File: src/rtl/cordic_sched_pkg.sv
// Shared constants and width helpers for the CORDIC round-robin scheduler.
package cordic_sched_pkg;

  localparam int REQ_W_DEF   = 48;
  localparam int RSP_W_DEF   = 50;
  localparam int NREQ_DEF    = 4;
  localparam int MAX_OUT_DEF = 8;

  // Ceiling log2, usable in parameter expressions.
  function automatic int clog2(input int n);
    int r;
    r = 0;
    while ((1 << r) < n) r++;
    return r;
  endfunction

  // Bits needed to name one requester (NREQ >= 2, so never zero).
  function automatic int tag_width(input int nreq);
    return clog2(nreq);
  endfunction

  // Occupancy counter must be able to hold MAX_OUT itself.
  function automatic int cnt_width(input int max_out);
    return clog2(max_out) + 1;
  endfunction

endpackage

File: src/rtl/cordic_tag_fifo.sv
// Synchronous tag FIFO: remembers which requester issued each in-flight
// core operation. Head is read combinationally; push and pop may coincide,
// including push while full when a pop frees the slot in the same cycle.
module cordic_tag_fifo
  import cordic_sched_pkg::*;
#(
  parameter int DEPTH = MAX_OUT_DEF,
  parameter int WIDTH = 2,
  localparam int AW   = clog2(DEPTH),
  localparam int CW   = AW + 1
) (
  input  logic             CLK,
  input  logic             RST,
  input  logic             push_i,
  input  logic [WIDTH-1:0] push_tag_i,
  input  logic             pop_i,
  output logic [WIDTH-1:0] head_o,
  output logic             full_o,
  output logic             empty_o,
  output logic [CW-1:0]    count_o
);

  logic [WIDTH-1:0] mem_q [DEPTH];
  logic [AW-1:0]    wr_ptr_q, wr_ptr_d;
  logic [AW-1:0]    rd_ptr_q, rd_ptr_d;
  logic [CW-1:0]    count_q, count_d;
  logic             do_push, do_pop;

  assign full_o  = (count_q == CW'(DEPTH));
  assign empty_o = (count_q == '0);
  assign head_o  = mem_q[rd_ptr_q];
  assign count_o = count_q;

  // A pop only ever removes a real entry; a push into a full FIFO is only
  // legal when the head leaves in the same cycle.
  assign do_pop  = pop_i & ~empty_o;
  assign do_push = push_i & (~full_o | do_pop);

  // Next-state for pointers and occupancy.
  always_comb begin
    // NOTE: every always_comb output gets a default first so no path can infer a latch.
    wr_ptr_d = wr_ptr_q;
    rd_ptr_d = rd_ptr_q;
    count_d  = count_q;
    if (do_push) wr_ptr_d = wr_ptr_q + AW'(1);
    if (do_pop)  rd_ptr_d = rd_ptr_q + AW'(1);
    case ({do_push, do_pop})
      2'b10:   count_d = count_q + CW'(1);
      2'b01:   count_d = count_q - CW'(1);
      default: count_d = count_q;
    endcase
  end

  // Tag storage write port.
  always_ff @(posedge CLK) begin
    // NOTE: storage is deliberately not reset; the pointers alone define which entries are live.
    if (do_push) mem_q[wr_ptr_q] <= push_tag_i;
  end

  // Pointer and occupancy registers with synchronous reset.
  always_ff @(posedge CLK) begin
    // NOTE: sequential state uses non-blocking assignments so every register samples pre-edge values.
    if (RST) begin
      wr_ptr_q <= '0;
      rd_ptr_q <= '0;
      count_q  <= '0;
    end else begin
      wr_ptr_q <= wr_ptr_d;
      rd_ptr_q <= rd_ptr_d;
      count_q  <= count_d;
    end
  end

endmodule

File: src/rtl/cordic_rr_scheduler.sv
// Shares one in-order CORDIC core between NREQ requesters: round-robin
// arbitration on the put side, tag FIFO to route each result back to the
// requester that issued it. Adds no latency in either direction.
module cordic_rr_scheduler
  import cordic_sched_pkg::*;
#(
  parameter int  NREQ    = NREQ_DEF,
  parameter int  REQ_W   = REQ_W_DEF,
  parameter int  RSP_W   = RSP_W_DEF,
  parameter int  MAX_OUT = MAX_OUT_DEF,
  localparam int TAG_W   = tag_width(NREQ),
  localparam int CNT_W   = cnt_width(MAX_OUT)
) (
  input  logic                  CLK,
  input  logic                  RST,
  input  logic [NREQ-1:0]       req_valid,
  input  logic [NREQ*REQ_W-1:0] req_data,
  output logic [NREQ-1:0]       req_ready,
  output logic [NREQ-1:0]       rsp_valid,
  output logic [RSP_W-1:0]      rsp_data,
  input  logic [NREQ-1:0]       rsp_ready,
  output logic [REQ_W-1:0]      core_request_put,
  output logic                  core_EN_request_put,
  input  logic                  core_RDY_request_put,
  input  logic [RSP_W-1:0]      core_response_get,
  output logic                  core_EN_response_get,
  input  logic                  core_RDY_response_get,
  output logic [CNT_W-1:0]      outstanding
);

  logic [TAG_W-1:0] ptr_q, ptr_d;
  logic [TAG_W-1:0] grant_idx;
  logic             grant_any;
  logic [TAG_W-1:0] head_tag;
  logic             fifo_full, fifo_empty;
  logic             issue, ret_avail, pop;

  // Round-robin grant: first valid requester at or after ptr, wrapping.
  // Scanning offsets from the far end lets the nearest match win last.
  always_comb begin
    logic [TAG_W-1:0] idx;
    grant_any = 1'b0;
    grant_idx = '0;
    idx       = '0;
    for (int k = NREQ - 1; k >= 0; k--) begin
      idx = TAG_W'((int'(ptr_q) + k) % NREQ);
      if (req_valid[idx]) begin
        grant_any = 1'b1;
        grant_idx = idx;
      end
    end
  end

  // Return side: the head tag owns whatever the core is presenting.
  assign ret_avail = ~fifo_empty & core_RDY_response_get & ~RST;
  assign pop       = ret_avail & rsp_ready[head_tag];

  // A full FIFO may still accept a new tag when the head retires this cycle.
  assign issue = grant_any & core_RDY_request_put & (~fifo_full | pop) & ~RST;

  assign req_ready            = issue ? (NREQ'(1) << grant_idx) : '0;
  assign core_EN_request_put  = issue;
  assign core_request_put     = req_data[grant_idx*REQ_W +: REQ_W];

  assign rsp_valid            = ret_avail ? (NREQ'(1) << head_tag) : '0;
  assign rsp_data             = core_response_get;
  assign core_EN_response_get = pop;

  // Pointer moves just past the winner, only when something issues.
  always_comb begin
    ptr_d = ptr_q;
    if (issue) ptr_d = (grant_idx == TAG_W'(NREQ - 1)) ? '0 : grant_idx + TAG_W'(1);
  end

  // Round-robin pointer register.
  always_ff @(posedge CLK) begin
    if (RST) ptr_q <= '0;
    else     ptr_q <= ptr_d;
  end

  cordic_tag_fifo #(
    .DEPTH (MAX_OUT),
    .WIDTH (TAG_W)
  ) u_tag_fifo (
    .CLK        (CLK),
    .RST        (RST),
    .push_i     (issue),
    .push_tag_i (grant_idx),
    .pop_i      (pop),
    .head_o     (head_tag),
    .full_o     (fifo_full),
    .empty_o    (fifo_empty),
    .count_o    (outstanding)
  );

endmodule

File: config.mk
export PLATFORM = sky130hd
export DESIGN_NAME = cordic_rr_scheduler
export DESIGN_NICKNAME = d
export VERILOG_FILES = /design/src/rtl/cordic_sched_pkg.sv /design/src/rtl/cordic_tag_fifo.sv /design/src/rtl/cordic_rr_scheduler.sv
export SDC_FILE = /design/constraint.sdc
export NUM_CORES = 1
export LEC_CHECK = 0
export BUFFER_PORTS_ARGS = -buffer_cell sky130_fd_sc_hd__buf_2
export CAP_MARGIN = 0
export CORE_AREA = 5 5 141 143
export CTS_CLUSTER_SIZE = 10
export DETAILED_ROUTE_END_ITERATION = 10
export DIE_AREA = 0 0 146 148
export PLACE_DENSITY = 0.46
export RECOVER_POWER = 100
export SYNTH_ARGS = -nofsm -noshare
export SYNTH_HDL_FRONTEND = slang
export SYNTH_SLANG_ARGS = --single-unit
File: constraint.sdc
create_clock -name CLK -period 9.2 [get_ports CLK]
set_input_delay 0 -clock CLK [delete_from_list [all_inputs] [get_ports CLK]]
set_output_delay 0 -clock CLK [all_outputs]
set_load 0.02 [all_outputs]
; ---- Yosys cells after proc, flatten, opt, wreduce, memory -nomap -nowiden
; Memory sizes are Yosys's and may differ from the RTL's. A register that Yosys moved wholly into a read port is not among the register bits.
; Cells that the tools add are included.
[classes]
shifts = 3
n_mux = 26
add_sub_neg = 8
mul = 1
bitwise = 13
n_reduce_logical = 2
div = 0
eq_ne = 4
magnitude_cmp = 5
[op_table]
columns = cell, count
row1 = $shiftx 192x9->48, 1
row2 = $lt 2x3->1 const B, 5
row3 = $mux 1, 11
row4 = $bmux 1 s2, 5
row5 = $mux 2, 5
row6 = $and 1x1->1, 8
row7 = $mux 4, 2
row8 = $pmux 4 s2, 1
row9 = $shl 1x2->4 const A, 2
row10 = $add 3x1->3 const B, 2
row11 = $mux 3, 2
row12 = $add 2x1->2 const B, 2
row13 = $add 2x2->2 const B, 2
row14 = $add 4x1->4 const B, 1
row15 = $eq 2x2->1 const B, 2
row16 = $eq 4x4->1 const B, 1
row17 = $logic_not 4->1, 1
row18 = $mul 2x2->4 const B, 1
row19 = $sub 4x1->4 const B, 1
row20 = $not 1->1, 3
row21 = $eq 2x1->1 const B, 1
row22 = $or 1x1->1, 2
row23 = $reduce_bool 2->1, 1
[word_totals]
inputBits = 254
mem_bits_rw = 16
rom_bits = 0
register_bits = 12
latch_bits = 0
elab_cells = 67
mem_count = 1
output_inout_bits = 112
[mem_list]
columns = name, words, word_bits, read_ports, rd_clocked_by_memory_dff, wr, line_no
row1 = u_tag_fifo.mem_q, 8, 2, 1, 1, 1, cordic_tag_fifo.sv:23  ; logic [WIDTH-1:0] mem_q [DEPTH];

; ---- Depth between registers and ports, before layout
; Gate-level depths: netlist (run 1).
[depth]
ltp_word = 13
depth_mapped = 13
depth_no_buf = 12

; ---- Hierarchy
; A second synthesis (run 1) with hierarchy kept.
[unflattened]
hier_cells = 358
hier_area_um2 = 3617.2
[modules_own_cells]
columns = module, cells_each, area_per_inst_um2, seq_area_each_um2, n_inst
row1 = cordic_rr_scheduler, 253, 2274.7, 40.0, 1
row2 = cordic_tag_fifo, 105, 1342.5, 740.7, 1

; ---- Worst setup path after synthesis (run 1)
; No wires, ideal clock.
[synth_path]
kind = register to register
from = reg (tool-made name)
to = reg u_tag_fifo.count_q[2], in the netlist u_tag_fifo.count_o[2]
path_stages_with_launch = 14
required_ns = 9.129
setup_ns = 0.071
setup_slack_ns = 6.125
t_arrival_ns = 3.004
period_less_slack_ns = 3.075
path_buffers = 1
cell_sequence = dfxtp_1 -> buf_4 -> mux2i_1 -> mux4_2 -> mux2i_2 -> o221ai_2 -> nand2_4 -> ha_1 -> xor2_1 -> ha_1 -> a21oi_1 -> xor2_1 -> or3_1 -> a21oi_1
[synth_lines]
columns = element, line_no
row1 = to (signal assigned), cordic_tag_fifo.sv:70  ; count_q <= count_d;
row2 = to (decl), cordic_tag_fifo.sv:26  ; logic [CW-1:0] count_q, count_d;

; ---- Worst setup path in the final report (run 1)
[layout_path]
from = reg ptr_q[1]
to = out core_request_put[22]
[layout_between]
elab_chain_len = 9
word_cells_on_any_way = 17
classes_between = add/sub: 3 / mul: 1 / shift: 1 / mux: 12
[layout_rtl]
columns = element, line_no
row1 = from (decl), cordic_rr_scheduler.sv:31  ; logic [TAG_W-1:0] ptr_q, ptr_d;
row2 = from (signal assigned), cordic_rr_scheduler.sv:78  ; else ptr_q <= ptr_d;
row3 = $add 2x2->2, cordic_rr_scheduler.sv:46  ; idx = TAG_W'((int'(ptr_q) + k) % NREQ);
row4 = $bmux 1 s2, cordic_rr_scheduler.sv:47  ; if (req_valid[idx]) begin
row5 = $mux 1 (not written as such), cordic_rr_scheduler.sv:47
row6 = $mux 2 (3 in series), cordic_rr_scheduler.sv:47
row7 = $mux 2 *, cordic_rr_scheduler.sv:47
row8 = $mul 2x2->4 *, cordic_rr_scheduler.sv:63  ; assign core_request_put = req_data[grant_idx*REQ_W +: REQ_W];
row9 = $shiftx 192x9->48 *, cordic_rr_scheduler.sv:63
row10 = to (decl), cordic_rr_scheduler.sv:22  ; output logic [REQ_W-1:0] core_request_put,
; Mark *: on every way between the ends. The rest lies on a longest branch, timed or not. The select of a mux whose other input is x is not followed.

==> results of run 1 <==
layout by cell type (no fill, tap or decap), types with 7 or more instances in the layout:
| cell type | count |
|---|---|
| sky130_fd_sc_hd__buf_2 | 207 |
| sky130_fd_sc_hd__nand2_1 | 201 |
| sky130_fd_sc_hd__clkbuf_1 | 59 |
| sky130_fd_sc_hd__and3_1 | 52 |
| sky130_fd_sc_hd__a31oi_1 | 48 |
| sky130_fd_sc_hd__edfxtp_1 | 16 |
| sky130_fd_sc_hd__dfxtp_1 | 15 |
| sky130_fd_sc_hd__mux2i_1 | 14 |
| sky130_fd_sc_hd__nor2_1 | 11 |
| sky130_fd_sc_hd__ha_1 | 9 |
| sky130_fd_sc_hd__nor2b_1 | 7 |
cell type report:
class	count	area (um^2)
flip-flops and latches	31	781
clock buffers	5	125
inverters	8	31.3
multi-input cells	394	2100
fillers	2146	13800
well taps	234	293
repair buffers	271	1290
diodes	2	5.00
clock inverters	3	38.8
metrics by stage:
step / total power (uW) / cell area (um^2) / setup slack, ps / utilization / std cells
final: 650 / 4670 / 3940 / 0.253 / 948
after global routing: 695 / 4670 / 3310 / 0.253 / 948
after CTS: 673 / 4780 / 5820 / 0.259 / 946
after detailed placement: 483 / 4620 / 5880 / 0.250 / 938
after global placement: 484 / 4620 / 5900 / 0.250 / 938
after floorplan: 382 / 3450 / 6120 / - / 518
logic make-up after synthesis:
family,after synthesis,share of synthesized area
AOI/OAI and AO/OA,72,0.138
xor gates and xnor gates,5,0.0127
adders and majority gates,9,0.0326
buffers and inverters,93,0.157
DFF,31,0.226
muxes,17,0.0558
and+or+nand+nor,291,0.378
path summary, 6_finish.rpt:
kind	end	from	slack, ps
setup / recovery	core_request_put[22]	ptr_q[1]$_SDFFE_PP0P_	3940
hold / removal	rsp_data[24]	core_response_get[24]	0.008
setup reg to reg	u_tag_fifo.count_o[2]$_SDFFE_PP0P_	flop	5620
hold reg to reg	u_tag_fifo.rd_ptr_q[2]$_SDFFE_PP0N_	u_tag_fifo.rd_ptr_q[2]$_SDFFE_PP0N_	460
routing by layer:
metal	GRT usage	part of all wire	vias up
met5	0	0.00070	-
met4	0.0296	0.016	2
li1	-	-	2103
met2	0.233	0.49	186
met3	0.0521	0.097	17
met1	0.155	0.40	1879
sequential cells by signal, indices dropped and copies added (netlist names), named ones only:
register             flops
ptr_q                    2
u_tag_fifo.count_o       4
u_tag_fifo.mem_q        16
u_tag_fifo.rd_ptr_q      3
u_tag_fifo.wr_ptr_q      3
power by group:
part / switching (uW) / internal [uW]
logic: 197 / 107
clock network: 61.4 / 126
registers: 6.71 / 152
total: 265 / 385
worst reg2reg max path, delay by kind of cell (launching register included):
family                   cells  cell delay [ps]
AO/OA/AOI/OAI                3              710
XOR/XNOR                     2              260
adder cells (fa/ha/maj)      2              540
flip-flops                   1              500
multiplexers                 3              890
AND/OR/NAND/NOR              2              630
==> results_tabular.tex, run 1 <==
\begin{tabular}{lr}
\hline
Metric & Value \\
\hline
\multicolumn{2}{l}{\textbf{Outcome}} \\
Status & finished with violations \\
Violated checks & max-capacitance violations, max-slew violations \\
\multicolumn{2}{l}{\textbf{Timing}} \\
Fmax & 0.190 GHz \\
RSZ-0062 raised after global routing & false \\
Hold Worst Slack & 0.00774 ps \\
Final setup TNS & 0 ps \\
Skew final & 1.86 ps \\
\# setup viols final & 0 \\
Hold Fails Final Rpt & 0 \\
Final critical path time including I/O delays and setup & 5260 ps \\
Crit share post-route & 0.572 \\
Tightest Pin Transition & 1930 ps \\
Slew Viols, Final & 54 \\
Slew Limit Headroom & -0.288 \\
\multicolumn{2}{l}{\textbf{Placed design}} \\
Final weighted congestion in routability-driven placement & 0.809 \\
Final HPWL DP & 12.5 mm \\
Number of buffers added on ports & 265 \\
\multicolumn{2}{l}{\textbf{Synthesis}} \\
Share of Yosys cell area claimed by the top area cell type & 0.217 \\
Primary flip-flop cell chosen by synthesis mapping & sky130\_fd\_sc\_hd\_\_edfxtp\_1 \\
Synth area leader & sky130\_fd\_sc\_hd\_\_nand2\_1 \\
Number of flops mapped to enable cells by yosys & 16 \\
Synthesis warning total & 0 \\
Synthesized netlist net count & 781 \\
Number of distinct library cells after synthesis & 45 \\
Seq cells post-synth & 31 \\
Asr flop ratio synth & 0 \\
Top cells by instance count after synthesis & sky130\_fd\_sc\_hd\_\_nand2\_1 (200), sky130\_fd\_sc\_hd\_\_and3\_1 (52), sky130\_fd\_sc\_hd\_\_buf\_4 (51) \\
Mean area per synthesized cell & 6.67 um\^{}2 \\
Synthesized cell area & 3450 um\^{}2 \\
Seq/Total Area, Yosys & 0.226 \\
Main area contributors after synthesis & sky130\_fd\_sc\_hd\_\_nand2\_1 (22\%), sky130\_fd\_sc\_hd\_\_edfxtp\_1 (14\%), sky130\_fd\_sc\_hd\_\_buf\_4 (11\%) \\
Cell count after synthesis & 518 \\
Leading cell type by number of instances after synthesis & sky130\_fd\_sc\_hd\_\_nand2\_1 \\
\multicolumn{2}{l}{\textbf{Worst hold path}} \\
Min-delay worst type & input pin to output pin \\
Number of stages on the worst hold path & 0 \\
\multicolumn{2}{l}{\textbf{Drt}} \\
Vias per inst & 4.42 \\
Antenna Nets Post-Route & 0 \\
Remaining routing DRC violations & 0 \\
Iteration count of the initial detailed-routing pass & 6 \\
First-iteration detailed-routing DRC count & 112 \\
Overall via count from detail\_route & 4187 \\
Total length of routed wires & 15.6 mm \\
WL/cell & 16.5 um \\
\multicolumn{2}{l}{\textbf{Worst setup path}} \\
Required time of the worst setup path & 9200 ps \\
CP delay by family, top & buffers and inverters \\
Slowest stage delay, CP & 1470 ps \\
Slowest library cell on the worst path & sky130\_fd\_sc\_hd\_\_clkinvlp\_2 \\
Critical path class & flop to output pin \\
Critical path startpoint category & flop \\
Data arrival, critical path & 5260 ps \\
Critical-path cell list & a21oi\_1, o21a\_1, o22a\_1, clkinvlp\_2, buf\_4, nand2\_1, and3\_1, a31oi\_1, clkbuf\_1 \\
Top fanout value on the critical path & 76 \\
Number of logic stages on the critical path including buffering & 9 \\
Number of buffers and inverters on the critical path & 3 \\
Length in cells of the worst reg-to-reg path & 12 \\
Endpoint class of the critical path & output pin \\
\multicolumn{2}{l}{\textbf{GRT}} \\
Via count of the first global-routing pass & 4217 \\
Largest net degree at the start of global routing & 77 \\
Gr usage total & 0.133 \\
Total grt overflow & 0 \\
Wire length of the first global-routing pass & 23.3 mm \\
Antenna violations before repair & 4 \\
\multicolumn{2}{l}{\textbf{Clock tree}} \\
Clk\_lat worst skew & 280 ps \\
TritonCTS buffer count & 5 \\
Root Buffer Master & sky130\_fd\_sc\_hd\_\_clkbuf\_16 \\
Number of buffers added for setup after CTS & 0 \\
Number of clock sinks & 31 \\
Worst-case clock buffer depth & 2 \\
Clock-pin slew reported for the worst setup and hold paths after clock tree synthesis & 50 ps \\
Number of levels in the clock H-tree & 2 \\
TritonCTS clock tree & built \\
Cts-stage hold buffer count & 0 \\
\# resized after CTS & 0 \\
\multicolumn{2}{l}{\textbf{Power and ir drop}} \\
Power Density & 139 nW/um\^{}2 \\
Leakage power summed over all cells & 0.00232 uW \\
Maximum vdd drop & 0.0638 mV \\
\multicolumn{2}{l}{\textbf{Floorplanning}} \\
Area of the core & 18500 um\^{}2 \\
Area of the die & 21600 um\^{}2 \\
Horizontal extent of the die & 146 um \\
Standard-cell row count & 50 \\
Ports & 366 \\
Starting density of the core & 0.187 \\
Die Span Y & 148 um \\
\multicolumn{2}{l}{\textbf{Final layout}} \\
Signed area change from the synthesized netlist to the final layout & 35.1\% \\
Ratio of cells with drive above 1 in the final layout & 0.316 \\
Post-layout net count & 974 \\
\multicolumn{2}{l}{\textbf{Job}} \\
Max Cap Violations & 1 \\
\hline
\end{tabular}
(Power assumes the default switching activity.)
==> run 2: changes to the inputs <==
Settings changed: CORE_AREA 5 5 141 143 to 5 5 138 140, DIE_AREA 0 0 146 148 to 0 0 143 145, PLACE_DENSITY 0.46 to 0.47.
Clock period 9.2 ns to 5.3 ns, I/O delays scaled along.
==> run 2 against run 1 <==
The flow still finishes with violations (max-capacitance violations, max-slew violations). Sequential cell count unchanged. Non-clock buffer count fell by 1. Setup slack lost 2400 ps. Clock power increased by 70%. Die area is 4.0% lower. Sequential share of layout area is essentially flat. Final cell count down 0.63%. Largest power group unchanged. Power grew 73%.
==> results_tabular.tex, run 2 (synthesis gave the netlist of run 1 again) <==
\begin{tabular}{lr}
\hline
Metric & Value \\
\hline
\multicolumn{2}{l}{\textbf{Worst setup path}} \\
Data arrival, critical path & 3800 ps (was 5260 ps) \\
Required time of the worst setup path & 5300 ps (was 9200 ps) \\
Length in cells of the worst reg-to-reg path & 12 (unchanged) \\
Top fanout value on the critical path & 59 (was 76) \\
Reg2Reg Setup Slack & 1640 ps (was 5620 ps) \\
Reg-to-reg critical path endpoint & u\_tag\_fifo.count\_o[2]\$\_SDFFE\_PP0P\_ (unchanged) \\
Critical path class & flop to output pin (unchanged) \\
Critical path startpoint category & flop (unchanged) \\
Endpoint class of the critical path & output pin (unchanged) \\
\multicolumn{2}{l}{\textbf{Drt}} \\
Iteration count of the initial detailed-routing pass & 4 (was 6) \\
Remaining routing DRC violations & 0 (unchanged) \\
First-iteration detailed-routing DRC count & 173 (was 112) \\
Vias per inst & 4.46 (was 4.42) \\
Total length of routed wires & 15.5 mm (was 15.6 mm) \\
Overall via count from detail\_route & 4198 (was 4187) \\
Antenna Nets Post-Route & 0 (unchanged) \\
WL/cell & 16.5 um (about the same) \\
\multicolumn{2}{l}{\textbf{Timing}} \\
Crit share post-route & 0.718 \\
Slew Limit Headroom & -0.514 (was -0.288) \\
\# setup viols final & 0 (unchanged) \\
Skew final & 2.21 ps (was 1.86 ps) \\
Slew Viols, Final & 60 (was 54) \\
Fmax & 0.263 GHz \\
Final critical path time including I/O delays and setup & 3800 ps \\
RSZ-0062 raised after global routing & false (unchanged) \\
Hold Fails Final Rpt & 0 (unchanged) \\
Final setup TNS & 0 ps (unchanged) \\
Tightest Pin Transition & 2270 ps (was 1930 ps) \\
\multicolumn{2}{l}{\textbf{Worst hold path}} \\
Worst Hold Endpoint & rsp\_data[18] (was rsp\_data[24]) \\
Number of stages on the worst hold path & 0 (unchanged) \\
Worst min-delay path startpoint & core\_response\_get[18] (was core\_response\_get[24]) \\
Min-delay worst type & input pin to output pin (unchanged) \\
\multicolumn{2}{l}{\textbf{Power and ir drop}} \\
Maximum vdd drop & 0.154 mV (was 0.0638 mV) \\
Power Density & 240 nW/um\^{}2 (was 139 nW/um\^{}2) \\
Share of total power in combinational logic & 0.468 (was 0.467) \\
Switching power & 455 uW (was 265 uW) \\
Cell Int Power & 668 uW (was 385 uW) \\
Reg power frac & 0.246 (was 0.245) \\
Leakage power summed over all cells & 0.00232 uW (about the same) \\
Total power after layout & 1120 uW (was 650 uW) \\
Clock share of power & 0.285 (was 0.289) \\
Share of total power consumed by net switching & 0.405 (was 0.408) \\
\multicolumn{2}{l}{\textbf{Clock tree}} \\
Worst-case clock buffer depth & 2 (unchanged) \\
Number of buffers added for setup after CTS & 0 (unchanged) \\
Clk\_lat worst skew & 270 ps (was 280 ps) \\
\# resized after CTS & 0 (unchanged) \\
TritonCTS clock tree & built (unchanged) \\
Clock-pin slew reported for the worst setup and hold paths after clock tree synthesis & 50 ps (about the same) \\
TritonCTS buffer count & 5 (unchanged) \\
Number of levels in the clock H-tree & 2 (unchanged) \\
Root Buffer Master & sky130\_fd\_sc\_hd\_\_clkbuf\_16 (unchanged) \\
Cts-stage hold buffer count & 0 (unchanged) \\
Number of clock sinks & 31 (unchanged) \\
\multicolumn{2}{l}{\textbf{GRT}} \\
Wire length of the first global-routing pass & 23.5 mm (was 23.3 mm) \\
Antenna violations before repair & 3 (was 4) \\
Largest net degree at the start of global routing & 65 (was 77) \\
Via count of the first global-routing pass & 4237 (was 4217) \\
Gr usage total & 0.141 (was 0.133) \\
Total grt overflow & 0 (unchanged) \\
\multicolumn{2}{l}{\textbf{Outcome}} \\
Status & finished with violations (unchanged) \\
Violated checks & max-capacitance violations, max-slew violations (unchanged) \\
\multicolumn{2}{l}{\textbf{Final layout}} \\
Number of fill cells in the layout & 2032 (was 2146) \\
Commonest non-fill, non-tap cell in the layout & sky130\_fd\_sc\_hd\_\_buf\_2 (unchanged) \\
Post-layout net count & 973 (was 974) \\
Most flops, register & u\_tag\_fifo.mem\_q (unchanged) \\
Max reg flops & 16 (unchanged) \\
Commonest non-fill, non-tap cells in the layout & sky130\_fd\_sc\_hd\_\_buf\_2 (206), sky130\_fd\_sc\_hd\_\_nand2\_1 (201), sky130\_fd\_sc\_hd\_\_clkbuf\_1 (60) (was sky130\_fd\_sc\_hd\_\_buf\_2 (207), sky130\_fd\_sc\_hd\_\_nand2\_1 (201), sky130\_fd\_sc\_hd\_\_clkbuf\_1 (59)) \\
Final core utilization & 0.264 (was 0.253) \\
Signed area change from the synthesized netlist to the final layout & 35.3\% (was 35.1\%) \\
Finished Layout Cells & 942 (was 948) \\
Ratio of cells with drive above 1 in the final layout & 0.318 (was 0.316) \\
\multicolumn{2}{l}{\textbf{Job}} \\
Max Cap Violations & 1 (unchanged) \\
\multicolumn{2}{l}{\textbf{Floorplanning}} \\
Area of the core & 17700 um\^{}2 (was 18500 um\^{}2) \\
Standard-cell row count & 49 (was 50) \\
Area of the die & 20700 um\^{}2 (was 21600 um\^{}2) \\
Ports & 366 (unchanged) \\
Horizontal extent of the die & 143 um (was 146 um) \\
Die Span Y & 145 um (was 148 um) \\
Starting density of the core & 0.195 (was 0.187) \\
\multicolumn{2}{l}{\textbf{Placed design}} \\
Post-Place Cells & 932 (was 938) \\
Final HPWL DP & 12.4 mm (was 12.5 mm) \\
Final weighted congestion in routability-driven placement & 0.828 (was 0.809) \\
Number of buffers added on ports & 265 (unchanged) \\
\hline
\end{tabular}
[run 2: cell types whose count changed in the layout (fill, tap and decap cells not counted), sizes merged]
cell	before	now
clkinv	2	3
clkbuf	64	65
clkinvlp	1	0
buf	212	210
[run 2: power by group through the flow]
| stage | combinational [uW] | clock (uW) | sequential [uW] |
|---|---|---|---|
| floorplan | 385 | 0 | 279 |
| finish | 526 | 320 | 276 |
| detailed placement | 553 | 0 | 281 |
| global placement | 555 | 0 | 281 |
| global route | 584 | 337 | 278 |
| CTS | 556 | 323 | 276 |
[run 2: worst max path at each step]
| stage | from | end | slack, ps | cells past startpoint |
|---|---|---|---|---|
| 2_1_floorplan | flop | u_tag_fifo.count_o[2]$_SDFFE_PP0P_ | 2220 | 13 |
| 3_3_place_gp | flop | u_tag_fifo.count_o[2]$_SDFFE_PP0P_ | 2000 | 12 |
| 3_5_place_dp | flop | u_tag_fifo.count_o[2]$_SDFFE_PP0P_ | 1950 | 12 |
| 4_1_cts | flop | u_tag_fifo.count_o[2]$_SDFFE_PP0P_ | 1930 | 12 |
| 5_1_grt | ptr_q[1]$_SDFFE_PP0P_ | req_ready[3] | 1100 | 7 |
| 6_report | ptr_q[1]$_SDFFE_PP0P_ | req_ready[3] | 1500 | 7 |
[run 2: worst max-delay path, cell delays in order, from the launching register on]
cell	delay, ps
sky130_fd_sc_hd__dfxtp_1	460
sky130_fd_sc_hd__mux2i_1	220
sky130_fd_sc_hd__nor2_1	60
sky130_fd_sc_hd__nor3_1	280
sky130_fd_sc_hd__clkbuf_1	1650
sky130_fd_sc_hd__ha_1	410
sky130_fd_sc_hd__and3_1	210
sky130_fd_sc_hd__clkbuf_1	240
[run 2: cell type report]
cell class              instances  area (um^2)  share of cell area
clock buffers                   5          125              0.0268
repair buffers                270         1290               0.275
well taps                     229          287              0.0613
inverters                       8         31.3             0.00669
diodes                          2         5.00             0.00107
flip-flops and latches         31          781               0.167
multi-input cells             394         2120               0.454
clock inverters                 3         38.8             0.00830
[run 2: stage by stage]
| step | setup WS (ps) | instance area [um^2] | hold WS (ps) |
|---|---|---|---|
| CTS | 1930 | 4770 | 0.137 |
| detailed placement | 1950 | 4610 | 0.137 |
| global route | 1100 | 4680 | 0.0495 |
| global placement | 2000 | 4610 | 0.137 |
| finish | 1500 | 4680 | 0.00667 |
| floorplan | 2220 | 3450 | 113 |
[run 2: per-layer routing]
layer / share of wire / vias up / track usage
li1: - / 2104 / -
met1: 0.40 / 1892 / 0.166
met2: 0.50 / 191 / 0.253
met3: 0.092 / 9 / 0.0487
met4: 0.0053 / 2 / 0.0166
met5: 0.00045 / - / 0
